**src/rtl/xpackvec.sv**
```systemverilog
// xpackvec: serial-to-parallel lane packer.
// Collects NEl valid-strobed samples into one wide vector. It presents the
// vector together with a constant lane-index vector and a one-cycle o_nd
// strobe. A start-of-frame re-aligns the packer. If that cuts a partial
// vector short, o_err pulses for one cycle.
module xpackvec #(
  parameter  int NEl  = 8,
  parameter  int BWID = 16,
  localparam int IWID = $clog2(NEl) + 1
) (
  input  logic                clk,
  input  logic                rst,
  input  logic [BWID-1:0]     i_data,
  input  logic                i_nd,
  input  logic                i_sof,
  output logic [BWID*NEl-1:0] ov_data,
  output logic [IWID*NEl-1:0] ov_index,
  output logic                o_nd,
  output logic                o_err,
  output logic [IWID-1:0]     o_cnt
);

  localparam logic [IWID-1:0] LAST_LANE = IWID'(NEl - 1);

  // Fill counter and registered outputs.
  logic [IWID-1:0]     cnt_reg, cnt_next;
  logic [BWID*NEl-1:0] data_reg, data_next;
  logic [IWID*NEl-1:0] index_reg, index_next;
  logic                nd_reg, nd_next;
  logic                err_reg, err_next;

  // Shadow lanes 0..NEl-2 as seen by the output mux. The final lane never
  // needs storage because the completing sample goes straight to the output.
  logic [BWID-1:0]     shadow_lane [NEl-1];
  logic [BWID*NEl-1:0] complete_vec;
  logic [IWID*NEl-1:0] index_const;

  // Beat classification: sof always wins over a completing beat.
  logic beat_sof, beat_last, beat_fill;
  assign beat_sof  = i_nd && i_sof;
  assign beat_last = i_nd && !i_sof && (cnt_reg == LAST_LANE);
  assign beat_fill = i_nd && !i_sof && (cnt_reg != LAST_LANE);

  genvar gi;
  generate
    for (gi = 0; gi < NEl - 1; gi++) begin : gen_lane
      localparam logic IS_LANE0 = (gi == 0);
      logic [BWID-1:0] lane_reg;
      logic            lane_we;

      // A sof beat always lands in lane 0; ordinary beats land in lane cnt.
      assign lane_we = beat_sof ? IS_LANE0
                                : (beat_fill && (cnt_reg == IWID'(gi)));

      // Shadow lane storage, separate from the held output vector.
      always_ff @(posedge clk) begin
        if (rst) begin
          lane_reg <= '0;
        end else if (lane_we) begin
          lane_reg <= i_data;
        end
      end

      assign shadow_lane[gi] = lane_reg;
      assign complete_vec[BWID*gi +: BWID] = lane_reg;
    end

    for (gi = 0; gi < NEl; gi++) begin : gen_index
      assign index_const[IWID*gi +: IWID] = IWID'(gi);
    end
  endgenerate

  // The completing sample fills the top lane directly.
  assign complete_vec[BWID*(NEl-1) +: BWID] = i_data;

  // Next-state selection for the counter, the strobes and the held outputs.
  always_comb begin
    cnt_next   = cnt_reg;
    data_next  = data_reg;
    index_next = index_reg;
    nd_next    = 1'b0;
    err_next   = 1'b0;
    if (beat_sof) begin
      cnt_next = IWID'(1);
      err_next = (cnt_reg != '0);
    end else if (beat_last) begin
      cnt_next   = '0;
      data_next  = complete_vec;
      index_next = index_const;
      nd_next    = 1'b1;
    end else if (beat_fill) begin
      cnt_next = cnt_reg + IWID'(1);
    end else if (i_sof) begin
      cnt_next = '0;
      err_next = (cnt_reg != '0);
    end
  end

  // State register; reset drops any partial vector silently.
  always_ff @(posedge clk) begin
    if (rst) begin
      cnt_reg   <= '0;
      data_reg  <= '0;
      index_reg <= '0;
      nd_reg    <= 1'b0;
      err_reg   <= 1'b0;
    end else begin
      cnt_reg   <= cnt_next;
      data_reg  <= data_next;
      index_reg <= index_next;
      nd_reg    <= nd_next;
      err_reg   <= err_next;
    end
  end

  assign ov_data  = data_reg;
  assign ov_index = index_reg;
  assign o_nd     = nd_reg;
  assign o_err    = err_reg;
  assign o_cnt    = cnt_reg;

endmodule

```
**config.mk**
```make
export PLATFORM = sky130hd
export DESIGN_NAME = xpackvec
export DESIGN_NICKNAME = d
export VERILOG_FILES = /design/src/rtl/xpackvec.sv
export SDC_FILE = /design/constraint.sdc
export NUM_CORES = 1
export LEC_CHECK = 0
export CAP_MARGIN = 20
export CELL_PAD_IN_SITES_DETAIL_PLACEMENT = 0
export CELL_PAD_IN_SITES_GLOBAL_PLACEMENT = 1
export CORE_MARGIN = 5
export CORE_UTILIZATION = 39
export CTS_CLUSTER_DIAMETER = 80
export DETAILED_ROUTE_END_ITERATION = 8
export PLACE_DENSITY = 0.78
export SLEW_MARGIN = 20
export SYNTH_ARGS = -nofsm -noshare
export SYNTH_HDL_FRONTEND = slang
export SYNTH_SLANG_ARGS = --single-unit
```
**constraint.sdc**
```tcl
create_clock -name clk -period 2.3 [get_ports clk]
set_input_delay 0.345 -clock clk [delete_from_list [all_inputs] [get_ports clk]]
set_output_delay 0.345 -clock clk [all_outputs]
set_load 0.005 [all_outputs]
```
* Word-level counts from Yosys, hierarchy flattened
Index checks and enable logic that the tools add are counted.
Word-level totals: register bits 247, bits in latches 0, RAM bits 0, memory bits (read-only) 0, bits of input ports 20, output and inout port bits 166, logic and storage cells 58, memories 0
Operators by class: add/subtract/negate cells 1, multiply operators 0, divide/modulo/power cells 0, $lt $le $gt $ge 0, equality and inequality tests 8, shift operators 0, multiplexer cells 16, bitwise logic cells 1, reductions and logical operators 19
Operators with widths (number):
- $eq A4 B3 Y1 const B | 4
- $mux W1 | 14
- $logic_and A1 B1 Y1 | 11
- $eq A4 B2 Y1 const B | 2
- $mux W4 | 2
- $reduce_bool A4 Y1 | 2
- $add A4 B1 Y4 const B | 1
- $eq A4 B1 Y1 const B | 1
- $logic_not A4 Y1 | 1
- $ne A4 B3 Y1 const B | 1
- $reduce_or A3 Y1 | 1
- $reduce_and A2 Y1 | 1
- $reduce_bool A2 Y1 | 1
- $reduce_or A2 Y1 | 1
- $logic_not A1 Y1 | 1
- $not A1 Y1 | 1

* Logic depth before layout (Yosys ltp)
word-level depth 6, gate-level depth with buffers 7, mapped depth without buffers 5

* Worst setup path before layout
OpenSTA, ideal clock, no wires.
path kind reg-to-reg, from register cnt_reg[0] (netlist: o_cnt[0]), to register data_reg[107] (netlist: ov_data[107]), library setup time 0.117 ns, arrival 1.617 ns, slack 0.566 ns, cell stages (with the launch flop) 7, path through dfxtp_1 -> ha_1 -> nand3b_2 -> o21a_1 -> buf_2 -> buf_2 -> a22o_1
Between the ends: cells in the longest elaborated chain, start to end 3
RTL lines:
- start: declaration | line 26 | logic [IWID-1:0] cnt_reg, cnt_next;
- start signal: assignment | line 108 | cnt_reg <= cnt_next;
- $eq A4 B3 Y1 | line 41 | assign beat_last = i_nd && !i_sof && (cnt_reg == LAST_LANE);
- $logic_and A1 B1 Y1 | line 41
- $reduce_and A2 Y1 (no source line)
- end signal: assignment | line 109 | data_reg <= data_next;
- end: declaration | line 27 | logic [BWID*NEl-1:0] data_reg, data_next;
No other way between the ends. A chain may end at the register's enable or synchronous reset.

* Final worst setup path
from register cnt_reg[2] (netlist: o_cnt[2]), to output o_cnt[2]
RTL lines:
- end: declaration | line 20 | output logic [IWID-1:0] o_cnt
No word-level cell between the ends.

==> metrics.csv <==
metric,value,unit
cts_tree,built,
io_pins,186,
place_congestion,0.814,
drv_cap,0,
numCtsBuffers,25,
ys.flop_type,dfxtp_1,
antenna_found_initial,0,
arrival,1.80,ns
power_density,777,nW/um^2
critPathCaptureType,output pin,
async_flop_share,0,%
yosysTopAreaCell,dfxtp_1,
status,finished clean,
wl_per_cell,19.9,um
yosys-top-cells-area,"dfxtp_1 56%, a22o_1 13%, a21oi_1 3.7%",
cp_top_family,flip-flops,
synth_edf_count,0,
drive_above_1_share,9.76,%
ctsResizeCount,0,
worst-path-buf-inv,1,
hold_path.class,in -> reg,
layout_common_cells,"247 x dfxtp_1, 164 x clkdlybuf4s50_1, 128 x a22o_1, 65 x nand3_1, 65 x a21oi_1",
n_antenna_cell,0,
clock_latency,0.52,ns
dp_hpwl,17.6,mm
syn_area,8790,sq um
post_cts_buffers,0,
die_height,160,um
crit_type,reg -> out,
cts.clk_slew.worst_paths,0.06,ns
dr.pass1.iters,5,
core-area,22400,sq um
startpoint_type,flip-flop,
via_per_inst,5.34,
p_leak,4.20,nW
layout_min_cycle_time,2.15,ns
hold_viol,0,
finalSetupTns,0,ns
rows,55,
grt-ovfl-total,0,
tightest_slew,0.571,ns
synth_cell_type_count,46,
grt_usage,18.7,%
relSlewSlack,61.9,%
synthCells,835,
port_buffers,165,
fillers,2022,
area_growth_syn_to_layout,31.1,%
layout_setup_ws,0.153,ns
die_area,25600,sq um
cts.sink_count,247,
cpPeakStageDelay,0.67,ns
grt_pass1_vias,6330,
ys.warnings.count,0,
routed_wirelength,25.4,mm
final_util,51.4,%
drc_errors,0,
antenna_left,0,
largest_reg_flops,128,
crit_chain,clkdlybuf4s50_1,
worst_ep_required_time,1.96,ns
root_buffer,clkbuf_16,
clock.fmax,0.466,GHz
setup_viol,0,
finClkSkew,0.0155,ns
place_worst_setup_slack,0.213,ns
cts_hold_buf,0,
clock_path_buffers,3,
die_w,160,um
rsz0062_at_grt,no,
yosysSeqAreaShare,56.3,%
layout_commonest_cell,dfxtp_1,
ys_seq_elements,247,
fin_crit_sh,93.4,%
avgSynthCellArea,10.5,sq um
grt_max_degree,81,
yosys.area.top_type_share,56.3,%
start_util,39.2,%
nets,999,
num_vias,6824,
ir_drop,0.421,mV
crit_fanout,13,
htreeDepth,1,
slowest_stage,dfxtp_1,
finalPower,0.00896,W
drt_iter0_drc,606,
finalMaxSlewViolations,0,
grt_pass1_wl,38.6,mm
==> Yosys cell counts (all sizes together), types with 2 or more instances <==
cell and count:
a21o 2, a21oi 65, a22o 128, a31o 16, and3b 2, buf 74
clkbuf 37, dfxtp 247, ha 4, inv 4, mux2i 32, nand2 33
nand2b 18, nand3 66, nand3b 3, nor3 3, nor3b 3, nor4 16
o21ai 67
==> through the flow <==
step / area, sq um / hold WS [ns] / std cells
2_1_floorplan: 8860 / 0.434 / 854
3_3_place_gp: 10600 / 0.442 / 1233
3_5_place_dp: 10600 / 0.446 / 1233
4_1_cts: 11500 / 0.332 / 1279
5_1_grt: 11500 / 0.351 / 1279
6_report: 11500 / 0.338 / 1279
==> metal layers <==
metal	share of wire [%]	vias to the layer above	GRT usage, %
met1	45	3270	26.5
met2	46	222	29.0
met3	6.0	41	3.30
met4	3.0	0	6.18
li1	-	3291	-
met5	0	-	0
==> report_power, final <==
group / internal (W) / switching (W) / total [W] / leakage (nW)
registers: 0.00431 / 0.0000153 / 0.00432 / 1.99
logic: 0.000111 / 0.000241 / 0.000352 / 1.78
clock network: 0.00261 / 0.00168 / 0.00429 / 0.436
==> cells by family (layout without fill, tap and decap cells) <==
kind of cell             count (synthesis)  in the layout  share of synthesized area, %
AND/OR/NAND/NOR                        154            154                          9.81
buffers and inverters                  115            255                          7.23
other                                    1             20                        0.0427
flip-flops                             247            247                          56.3
XOR/XNOR                                 1              1                        0.0997
adder cells (fa/ha/maj)                  4              4                         0.569
multiplexers                            32             32                          3.64
AO/OA/AOI/OAI                          281            281                          22.3
==> final cells by class <==
type | count | area [sq um] | share of cell area [%]
Clock inverter | 9 | 141 | 1.23
Timing Repair Buffer | 205 | 2020 | 17.5
Inverter | 4 | 15.0 | 0.130
Clock buffer | 37 | 751 | 6.51
Tap cell | 285 | 357 | 3.09
Multi-Input combinational cell | 492 | 3300 | 28.6
Sequential cell | 247 | 4940 | 42.9
==> final timing paths <==
path / start / end / slack [ns] / depth (start not counted)
hold reg to reg: gen_lane[6].lane_reg[6] / ov_data[102] / 0.46 / 1
setup / recovery: o_cnt[2] / o_cnt[2] / 0.15 / 1
hold / removal: rst / gen_lane[0].lane_reg[6] / 0.34 / 3
setup reg to reg: o_cnt[1] / o_cnt[3] / 0.23 / 5
Note: power is estimated with default switching activity, not from simulation.
